===== src/rtl/sg_seq_tx.sv =====
// sg_seq_tx: stimulus end of the sg1 serial acceptor link.
// Accepts a target-state command. It then steers the far-end acceptor to that
// state by driving the shortest bit sequence on i_out. A local copy of the
// acceptor FSM follows the far end every cycle.
//
// state     | meaning
// ----------+-----------------------------------------------------------
// CTL_IDLE  | ready for a command; i_out holds IDLE_BIT
// CTL_SEND  | driving the planned path toward the latched target
module sg_seq_tx #(
    parameter logic IDLE_BIT  = 1'b0,
    parameter int   MAX_STEPS = 4
) (
    input  logic       clock,
    input  logic       reset,
    input  logic       cmd_valid,
    input  logic [2:0] cmd_target,
    output logic       cmd_ready,
    output logic       i_out,
    output logic       busy,
    output logic       done,
    output logic       err,
    output logic [2:0] mirror_state,
    output logic       at_a
);

    localparam int SW = $clog2(MAX_STEPS + 1);

    localparam logic [2:0] ST_A = 3'd0;
    localparam logic [2:0] ST_B = 3'd1;
    localparam logic [2:0] ST_C = 3'd2;
    localparam logic [2:0] ST_D = 3'd3;
    localparam logic [2:0] ST_E = 3'd4;

    typedef enum logic {
        CTL_IDLE = 1'b0,
        CTL_SEND = 1'b1
    } ctl_t;

    ctl_t            r_ctl;
    ctl_t            w_ctl_nxt;
    logic [2:0]      r_mirror;
    logic [2:0]      r_target;
    logic [2:0]      w_target_nxt;
    logic [SW-1:0]   r_steps;
    logic [SW-1:0]   w_steps_nxt;
    logic [SW-1:0]   w_steps_inc;
    logic            r_done;
    logic            r_err;
    logic            w_done_nxt;
    logic            w_err_nxt;
    logic            w_bit;

    // Acceptor transition function; unused codes fall back to A.
    function automatic logic [2:0] f_nxt(input logic [2:0] m, input logic b);
        case (m)
            ST_A:    f_nxt = b ? ST_B : ST_A;
            ST_B:    f_nxt = b ? ST_C : ST_D;
            ST_C:    f_nxt = ST_B;
            ST_D:    f_nxt = ST_E;
            ST_E:    f_nxt = ST_E;
            default: f_nxt = ST_A;
        endcase
    endfunction

    // A reaches everything, B/C everything but A, D/E only E.
    function automatic logic f_reach(input logic [2:0] m, input logic [2:0] t);
        case (m)
            ST_A:       f_reach = (t <= ST_E);
            ST_B, ST_C: f_reach = (t != ST_A) && (t <= ST_E);
            default:    f_reach = (t == ST_E);
        endcase
    endfunction

    // First bit of the shortest path; C, D and E have a forced successor.
    function automatic logic f_step(input logic [2:0] m, input logic [2:0] t);
        case (m)
            ST_A:    f_step = (t != ST_A);
            ST_B:    f_step = (t == ST_B) || (t == ST_C);
            default: f_step = IDLE_BIT;
        endcase
    endfunction

    assign w_steps_inc = r_steps + SW'(1);

    // Next-state and output decode for the control FSM.
    always_comb begin
        w_ctl_nxt    = r_ctl;
        w_target_nxt = r_target;
        w_steps_nxt  = r_steps;
        w_done_nxt   = 1'b0;
        w_err_nxt    = 1'b0;
        w_bit        = IDLE_BIT;
        cmd_ready    = 1'b0;
        busy         = 1'b0;
        case (r_ctl)
            CTL_IDLE: begin
                cmd_ready = 1'b1;
                if (cmd_valid) begin
                    w_target_nxt = cmd_target;
                    w_steps_nxt  = '0;
                    w_ctl_nxt    = CTL_SEND;
                end
            end
            CTL_SEND: begin
                busy = 1'b1;
                if ((r_target > ST_E) || !f_reach(r_mirror, r_target)) begin
                    w_err_nxt = 1'b1;
                    w_ctl_nxt = CTL_IDLE;
                end else begin
                    w_bit       = f_step(r_mirror, r_target);
                    w_steps_nxt = w_steps_inc;
                    if (f_nxt(r_mirror, w_bit) == r_target) begin
                        w_done_nxt = 1'b1;
                        w_ctl_nxt  = CTL_IDLE;
                    end else if (w_steps_inc == SW'(MAX_STEPS)) begin
                        // Cannot happen with this planner; guards against a stuck path.
                        w_err_nxt = 1'b1;
                        w_ctl_nxt = CTL_IDLE;
                    end
                end
            end
            default: w_ctl_nxt = CTL_IDLE;
        endcase
    end

    // State registers; the mirror advances on every edge, including while idle.
    always_ff @(posedge clock) begin
        if (reset) begin
            r_ctl    <= CTL_IDLE;
            r_mirror <= ST_A;
            r_target <= ST_A;
            r_steps  <= '0;
            r_done   <= 1'b0;
            r_err    <= 1'b0;
        end else begin
            r_ctl    <= w_ctl_nxt;
            r_mirror <= f_nxt(r_mirror, w_bit);
            r_target <= w_target_nxt;
            r_steps  <= w_steps_nxt;
            r_done   <= w_done_nxt;
            r_err    <= w_err_nxt;
        end
    end

    assign i_out        = w_bit;
    assign done         = r_done;
    assign err          = r_err;
    assign mirror_state = r_mirror;
    assign at_a         = (r_mirror == ST_A);

endmodule


===== config.mk =====
export PLATFORM = sky130hd
export DESIGN_NAME = sg_seq_tx
export DESIGN_NICKNAME = d
export VERILOG_FILES = /design/src/rtl/sg_seq_tx.sv
export SDC_FILE = /design/constraint.sdc
export NUM_CORES = 1
export LEC_CHECK = 0
export CAP_MARGIN = 40
export CORE_MARGIN = 4
export CORE_UTILIZATION = 44
export CTS_CLUSTER_SIZE = 24
export DETAILED_ROUTE_END_ITERATION = 10
export GPL_TIMING_DRIVEN = 0
export PLACE_DENSITY = 0.72
export SYNTH_ARGS = -nofsm -noshare
export SYNTH_HDL_FRONTEND = slang
export SYNTH_SLANG_ARGS = --single-unit
export TNS_END_PERCENT = 10

===== constraint.sdc =====
create_clock -name clock -period 2.1 [get_ports clock]
set_input_delay 0.315 -clock clock [delete_from_list [all_inputs] [get_ports clock]]
set_output_delay 0.315 -clock clock [all_outputs]
set_load 0.01 [all_outputs]

======== After elaboration in Yosys (flattened, before gate mapping) ========
Index checks and enable logic that the tools add are counted.
storage, ports and cells
  logic and storage cells ................. 62
  output and inout port bits .............. 9
  register bits ........................... 12
  bits of input ports ..................... 6
cells by class
  mux-type cells .......................... 29
  reduce and logical (&&, ||, !) cells .... 12
  magnitude comparators ................... 2
  bitwise gates (word level) .............. 1
  equality and inequality tests ........... 11
  $add $sub $neg .......................... 1
operators with widths
  operator                                              number
  one-hot mux 3 bit (4 select lines)                    2
  2-to-1 mux 1 bit                                      19
  2-to-1 mux 3 bit                                      4
  == test 3 x 2 -> 1 bit, second input constant         3
  == test 3 bit, second input constant                  3
  == test 3 x 1 -> 1 bit, second input constant         2
  one-hot mux 1 bit (2 select lines)                    3
  one-hot mux 3 bit (2 select lines)                    1
  OR reduction 2 bit                                    3
  != test 2 bit, second input constant                  2
  AND reduction 2 bit                                   2
  adder 3 x 1 -> 3 bit, second input constant           1
  == test 3 bit                                         1
  greater-than comparator 3 bit, second input constant  1
  <= comparator 3 bit, second input constant            1
  zero test 3 bit                                       1
  nonzero test 3 bit                                    1
  OR reduction 3 bit                                    1
  logical OR 1 bit                                      2
  logical AND 1 bit                                     1
  zero test 1 bit                                       1
  NOT 1 bit                                             1

======== Logic depth before layout (Yosys ltp) ========
Gate-level depths: netlist (run 1).
  word-level depth ........................ 16
  depth in mapped cells ................... 8
  mapped depth without buffers ............ 7

======== Least setup slack after synthesis (run 1) ========
Ideal clock, no wire load.
  path type ............................... reg2out
  start point ............................. register r_target[0]
  end point ............................... output port i_out
  path buffers ............................ 1
  path slack .............................. 0.087 ns
  arrival time ............................ 1.698 ns
  data required time ...................... 1.785 ns
  cell stages (with the launch flop) ...... 8
  cell sequence ........................... dfxtp_1 > or2_2 > inv_1 > ha_1 > nor2_2 > or4_1 > buf_2 > a21oi_1
between the ends
  cells in the longest elaborated chain, start to end .. 8
  elaborated cells between the ends (all ways) .. 17
  classes of those cells .................. order compare (2); eq/ne (3); mux (7); reduce/logical (5)
RTL lines
  element                                                    RTL line    text
  start, declared                                            43          logic [2:0] r_target;
  start signal, assigned                                     139         r_target <= w_target_nxt;
  <= comparator 3 bit or nonzero test 3 bit (tied branches)  69, 70, 78
  logical AND 1 bit                                          70          ST_B, ST_C: f_reach = (t != ST_A) && (t <= ST_E);
  one-hot mux 1 bit (2 select lines)                         68          case (m)
  2-to-1 mux 1 bit                                           96          case (r_ctl)
  zero test 1 bit                                            107         if ((r_target > ST_E) || !f_reach(r_mirror, r_target)) begin
  logical OR 1 bit                                           107
  2-to-1 mux 1 bit (*)                                       107
  2-to-1 mux 1 bit (*)                                       96
  end, declared                                              19          output logic i_out,
Every way passes the cells marked *; elsewhere a longest branch is shown, timed or not. The select of a mux whose other input is x is not followed.

======== Worst setup path after layout (run 1) ========
  start point ............................. register r_target[1]
  end point ............................... output port i_out
Same word-level chain as after synthesis.

==> results of run 1 <==
## routing by layer
layer,wire length [µm],vias to the layer above
met5,0,-
met4,0,0
met3,96,0
met2,771,16
met1,760,314
li1,-,345
## stage by stage
| stage | hold WS (ns) | area [µm²] |
|---|---|---|
| detailed placement | 0.500 | 926 |
| CTS | 0.512 | 1020 |
| global route | 0.520 | 1030 |
| finish | 0.517 | 1030 |
| floorplan | 0.391 | 766 |
| global placement | 0.485 | 926 |
## registers in the layout, indices dropped and copies added, names as in the netlist
register	flops
r_ctl	1
err	1
r_steps	3
done	1
r_target	3
mirror_state	3
## power by group through the flow
stage	clock, mW	sequential [mW]	combinational, mW
floorplan	0	0.259	0.108
detailed placement	0	0.259	0.162
global route	0.211	0.257	0.201
CTS	0.195	0.253	0.183
finish	0.190	0.253	0.185
global placement	0	0.259	0.159
## final timing paths
check / end / slack, ns / start / cells past startpoint
setup / recovery: i_out / -0.07 / r_target[1] / 7
hold / removal: r_steps[1] / 0.52 / r_steps[1] / 2
setup reg to reg: r_steps[2] / 0.07 / r_target[1] / 8
hold reg to reg: r_steps[1] / 0.52 / r_steps[1] / 2
## logic make-up after synthesis
logic type	synth area share
simple gates	0.235
fa+ha+maj	0.0817
buf+inv	0.0948
mux	0.0408
flops	0.314
xor+xnor	0.0343
compound gates	0.199
## cell usage in the layout (no fill, tap or decap), types with 2 or more instances in the layout
cell type	n
clkdlybuf4s50_1	13
nor2_1	10
dfxtp_1	9
inv_1	7
a21oi_1	5
buf_6	3
nor3_1	3
nor2b_1	3
nor4_1	3
ha_1	3
clkbuf_4	3
buf_4	3
xor2_1	2
nand2b_1	2
or3_1	2
mux2i_1	2
nand2_1	2
o21ai_0	2
ha_4	2
dfxtp_2	2
## critical path: cells and delay by family (launching register included)
family | cells | cell delay [ns]
flops | 1 | 0.33
buf+inv | 2 | 0.20
fa+ha+maj | 1 | 0.12
simple gates | 3 | 0.81
compound gates | 1 | 0.11
## final cells by class
class | instances | area, µm² | area share
buffer | 4 | 37.5 | 0.0365
clock buffer | 4 | 36.3 | 0.0352
inverter | 8 | 32.5 | 0.0316
multi-input combinational | 62 | 499 | 0.485
sequential | 12 | 246 | 0.239
tap | 16 | 20.0 | 0.0194
timing repair buffer | 17 | 158 | 0.153
## what timing repair did
item / 4_1_cts / 5_1_grt
hold buffers: 0 / 0
endpoints found under the hold margin: 0 / 0
gates resized for setup: 17 / 4
setup endpoints to repair: 3 / 3
buffers inserted: 3 / 0
pin swaps: 0 / 1
==> flow_metrics.py, run 1 <==
metrics = {
    "outcome": {
        "status": "complete, but fails checks",
        "violations": "setup timing",
    },
    "global_route": {
        "met1_usage": 0.196,
        "grt_max_degree": 11,
        "grt-ovfl-total": 0,
        "grt_pass1_vias": 607,
        "grtUsageTotal": 0.143,
        "grt_pass1_wl_um": 2730,
        "antenna_found_initial": 0,
        "grt_util_met2": 0.214,
        "grtUsageMet3": 0.0452,
        "busiest_layer": "met2",
    },
    "timing": {
        "clock.fmax_mhz": 461,
        "setup_slack_ns": -0.0706,
        "period_share": 1.03,
        "worstMarginPinSlew_ns": 0.467,
        "finClkSkew_ns": 0.00122,
        "final-max-slew-violation-count": 0,
        "setup_violations": 1,
        "slew_headroom": 0.689,
        "rsz0062_at_grt": "yes",
        "hold_viol_final": 0,
        "final.min_clock_period_ns": 2.17,
        "fin_tns_setup_ns": -0.0706,
    },
    "floorplan": {
        "core-area_um2": 1580,
        "ioPinCount": 15,
        "rows": 14,
        "start_util": 0.486,
        "die_h_um": 49.7,
        "die_x_um": 49.7,
        "fp.dieArea_um2": 2470,
    },
    "worst_setup_path": {
        "worstPathMaxFanout": 5,
        "cp_slowest_stage_delay_ns": 0.50,
        "critical_path_required_ns": 1.78,
        "critPathSlowestCell": "or4_4",
        "path_class": "flop to primary output",
        "path_cells": "or2_4, inv_4, ha_4, nor2_4, or4_4, a21oi_2, buf_2",
        "critPathLaunchType": "flop",
        "worstPathArrival_ns": 1.86,
        "cp-end-kind": "primary output",
    },
    "clock_tree": {
        "cts_buffer_depth": 2,
        "numCtsBuffers": 3,
        "clkTransAtPathRegs_ns": 0.08,
        "cts_root_buffer": "clkbuf_4",
        "clock_latency_ns": 0.28,
        "htree_levels": 1,
        "cts_tree": "built",
        "cts_sinks": 12,
    },
    "final_layout": {
        "antenna_cells": 0,
        "fillers": 136,
        "nets": 119,
        "final_core_utilization": 0.653,
        "drive_gt1_frac": 0.252,
        "area_growth_pct": 34.5,
        "final_cells": 123,
    },
    "power_and_ir_drop": {
        "power_frac_comb": 0.294,
        "peakVddDrop_uv": 391,
        "total_power_uw": 628,
        "switching_share": 0.300,
        "p_seq_frac": 0.403,
        "pwr-share-clk": 0.302,
        "power.leakage_nw": 0.386,
        "p_per_area_nw_per_um2": 610,
        "internal_power_uw": 440,
        "p_switching_uw": 188,
    },
    "synthesis": {
        "ys_warn_count": 0,
        "synth_area_leader_cell": "dfxtp_1",
        "seq_area_frac_synth": 0.314,
        "ys_top_cells_by_count": "12 x dfxtp_1, 10 x nor2_1, 8 x inv_1, 6 x a21oi_1, 5 x ha_1",
        "synth-seq-cells": 12,
        "async_flop_share": 0,
        "synth_nets": 98,
        "ys.flop_type": "dfxtp_1",
        "synth_cell_type_count": 37,
        "synth_edf_count": 0,
        "synth.area.top_cells": "dfxtp_1 31%, ha_1 8.2%, nor2_1 4.9%",
        "synth_top_area_frac": 0.314,
        "yosysMostFrequentCell": "dfxtp_1",
        "synth_area_um2": 766,
        "syn_avg_cell_area_um2": 8.80,
        "netlist_instances": 87,
    },
    "place": {
        "port_buffers": 14,
        "dp_cells": 117,
        "hpwlAfterDp_um": 1170,
        "gp_congestion": 0.751,
        "dp_worst_setup_slack_ns": -0.483,
    },
    "route": {
        "postRouteAntennaNets": 0,
        "dr_total_vias": 675,
        "drt_iter0_drc": 14,
        "viasPerCell": 5.49,
        "route.final.wire_length_um": 1630,
        "drc": 0,
        "wl_per_cell_um": 13.2,
        "first_pass_iters": 4,
    },
    "job": {
        "max-cap-violations": 0,
    },
    "min_path": {
        "hold_class": "flop to flop",
    },
}
No activity file was read; power rests on OpenSTA's default activity.
==> run 2: changes to the inputs <==
- CORE_UTILIZATION: 44 -> 49
- GPL_TIMING_DRIVEN: 0 -> unset
- PLACE_DENSITY: 0.72 -> 0.76
- clock period: 2.1 -> 2.22 ns (I/O delays scaled with it)
==> run 2 against run 1 <==
  * The run now ends clean
  * Hold slack lost 0.0069 ns
  * Core utilization grew 4.3 points
  * Count of clock-buffer cells in the layout is the same
  * Critical path type unchanged
==> flow_metrics.py, run 2 (same netlist as run 1, synthesis figures left out) <==
metrics = {
    "outcome": {
        "status": "finished clean",
    },
    "timing": {
        "final.min_clock_period_ns": 2.13,
        "worstMarginPinSlew_ns": 0.506,
        "period_share": 0.960,
        "rsz0062_at_grt": "no",
        "setup_violations": 0,
        "clock.fmax_mhz": 469,
        "final-max-slew-violation-count": 0,
        "finClkSkew_ns": 0.00521,
        "hold_viol_final": 0,
        "slew_headroom": 0.662,
    },
    "route": {
        "dr_total_vias": 683,
        "first_pass_iters": 4,
        "route.final.wire_length_um": 1530,
        "postRouteAntennaNets": 0,
        "wl_per_cell_um": 11.8,
        "viasPerCell": 5.29,
        "drc": 0,
        "drt_iter0_drc": 6,
    },
    "clock_tree": {
        "clock_latency_ns": 0.27,
        "cts_tree": "built",
        "clkTransAtPathRegs_ns": 0.08,
        "cts_sinks": 12,
        "cts_hold_buf": 0,
        "cts_root_buffer": "clkbuf_4",
        "post-cts-setup-buffer-count": 0,
        "numCtsBuffers": 3,
        "cts_buffer_depth": 2,
        "htree_levels": 1,
    },
    "floorplan": {
        "die_x_um": 47.5,
        "fp.dieArea_um2": 2260,
        "die_h_um": 47.5,
        "rows": 14,
        "start_util": 0.514,
        "core-area_um2": 1490,
        "ioPinCount": 15,
    },
    "worst_setup_path": {
        "worstPathMaxFanout": 2,
        "crit_start": "r_target[0]",
        "path_class": "flop to primary output",
        "critPathCapture": "i_out",
        "worstPathArrival_ns": 1.80,
        "cp-end-kind": "primary output",
        "r2r-end": "err",
        "r2r_cells": 6,
        "critPathLaunchType": "flop",
        "crit-reg2reg-launch": "mirror_state[2]",
        "critical_path_required_ns": 1.89,
        "rrSetupSlack_ns": 0.16,
    },
    "min_path": {
        "hold_class": "flop to flop",
    },
    "final_layout": {
        "final_cell_mix": "13 x clkdlybuf4s50_1, 13 x buf_4, 10 x nor2_1, 10 x dfxtp_1, 7 x inv_1",
        "nets": 125,
        "area_growth_pct": 35.5,
        "antenna_cells": 0,
        "drive_gt1_frac": 0.283,
        "final_cell_area_um2": 1040,
        "final_cells": 129,
    },
    "place": {
        "hpwlAfterDp_um": 1220,
        "place_area_um2": 981,
        "gp_congestion": 0.778,
        "dp_cells": 125,
        "port_buffers": 14,
    },
    "power_and_ir_drop": {
        "total_power_uw": 588,
        "p_per_area_nw_per_um2": 567,
        "peakVddDrop_uv": 402,
        "power.leakage_nw": 0.422,
    },
    "global_route": {
        "grt_max_degree": 14,
        "antenna_found_initial": 0,
        "grt_pass1_wl_um": 2340,
        "grt-ovfl-total": 0,
        "grtUsageTotal": 0.149,
        "grt_pass1_vias": 545,
    },
    "job": {
        "max-cap-violations": 0,
    },
}
[run 2: repair_timing]
item | in CTS | in global routing
gates resized for setup | 9 | 3
pin swaps | 0 | 0
cloned | 0 | 0
endpoints found under the setup margin | 1 | 1
[run 2: report_power, final]
group	switching (mW)	leakage [nW]	internal, mW
clock network	0.0730	0.0210	0.0996
logic	0.0837	0.302	0.0936
registers	0.0101	0.0986	0.228
[run 2: critical path, cell delays in order, from the launching register on]
cell and delay, ns:
dfxtp_2 0.32, or2_4 0.24, inv_2 0.07, ha_4 0.12, nor2_2 0.04, or4_4 0.49, a21oi_2 0.10, buf_2 0.13
[run 2: cell type report]
cell class                 instances  area, µm²
clock buffer                       4       36.3
timing repair buffer              27        233
fill                             108        452
inverter                           8       30.0
multi-input combinational         62        475
sequential                        12        243
tap                               16       20.0
[run 2: how the worst min path moves through the flow]
stage	start	endpoint	cells after the start
6_report	r_steps[1]	r_steps[1]	2
4_1_cts	r_steps[2]	r_steps[2]	2
3_3_place_gp	r_steps[1]	r_steps[1]	2
3_5_place_dp	r_steps[0]	r_steps[0]	1
5_1_grt	r_steps[0]	r_steps[0]	1
2_1_floorplan	reset	err	1
[run 2: routing by layer]
metal / GRT usage / routed length, µm
met1: 0.191 / 749
met2: 0.230 / 705
met3: 0.0451 / 60
met4: 0.0645 / 10
met5: 0 / 0
[run 2: metrics by stage]
stage	hold slack, ns	TNS, ns	util	worst slack, ns
finish	0.510	0	0.697	0.0897
detailed placement	0.500	-0.183	0.659	-0.183
floorplan	0.409	0	-	0.189
global route	0.541	0	0.697	0.0119
CTS	0.514	0	0.688	0.0396
global placement	0.496	-0.128	0.659	-0.128
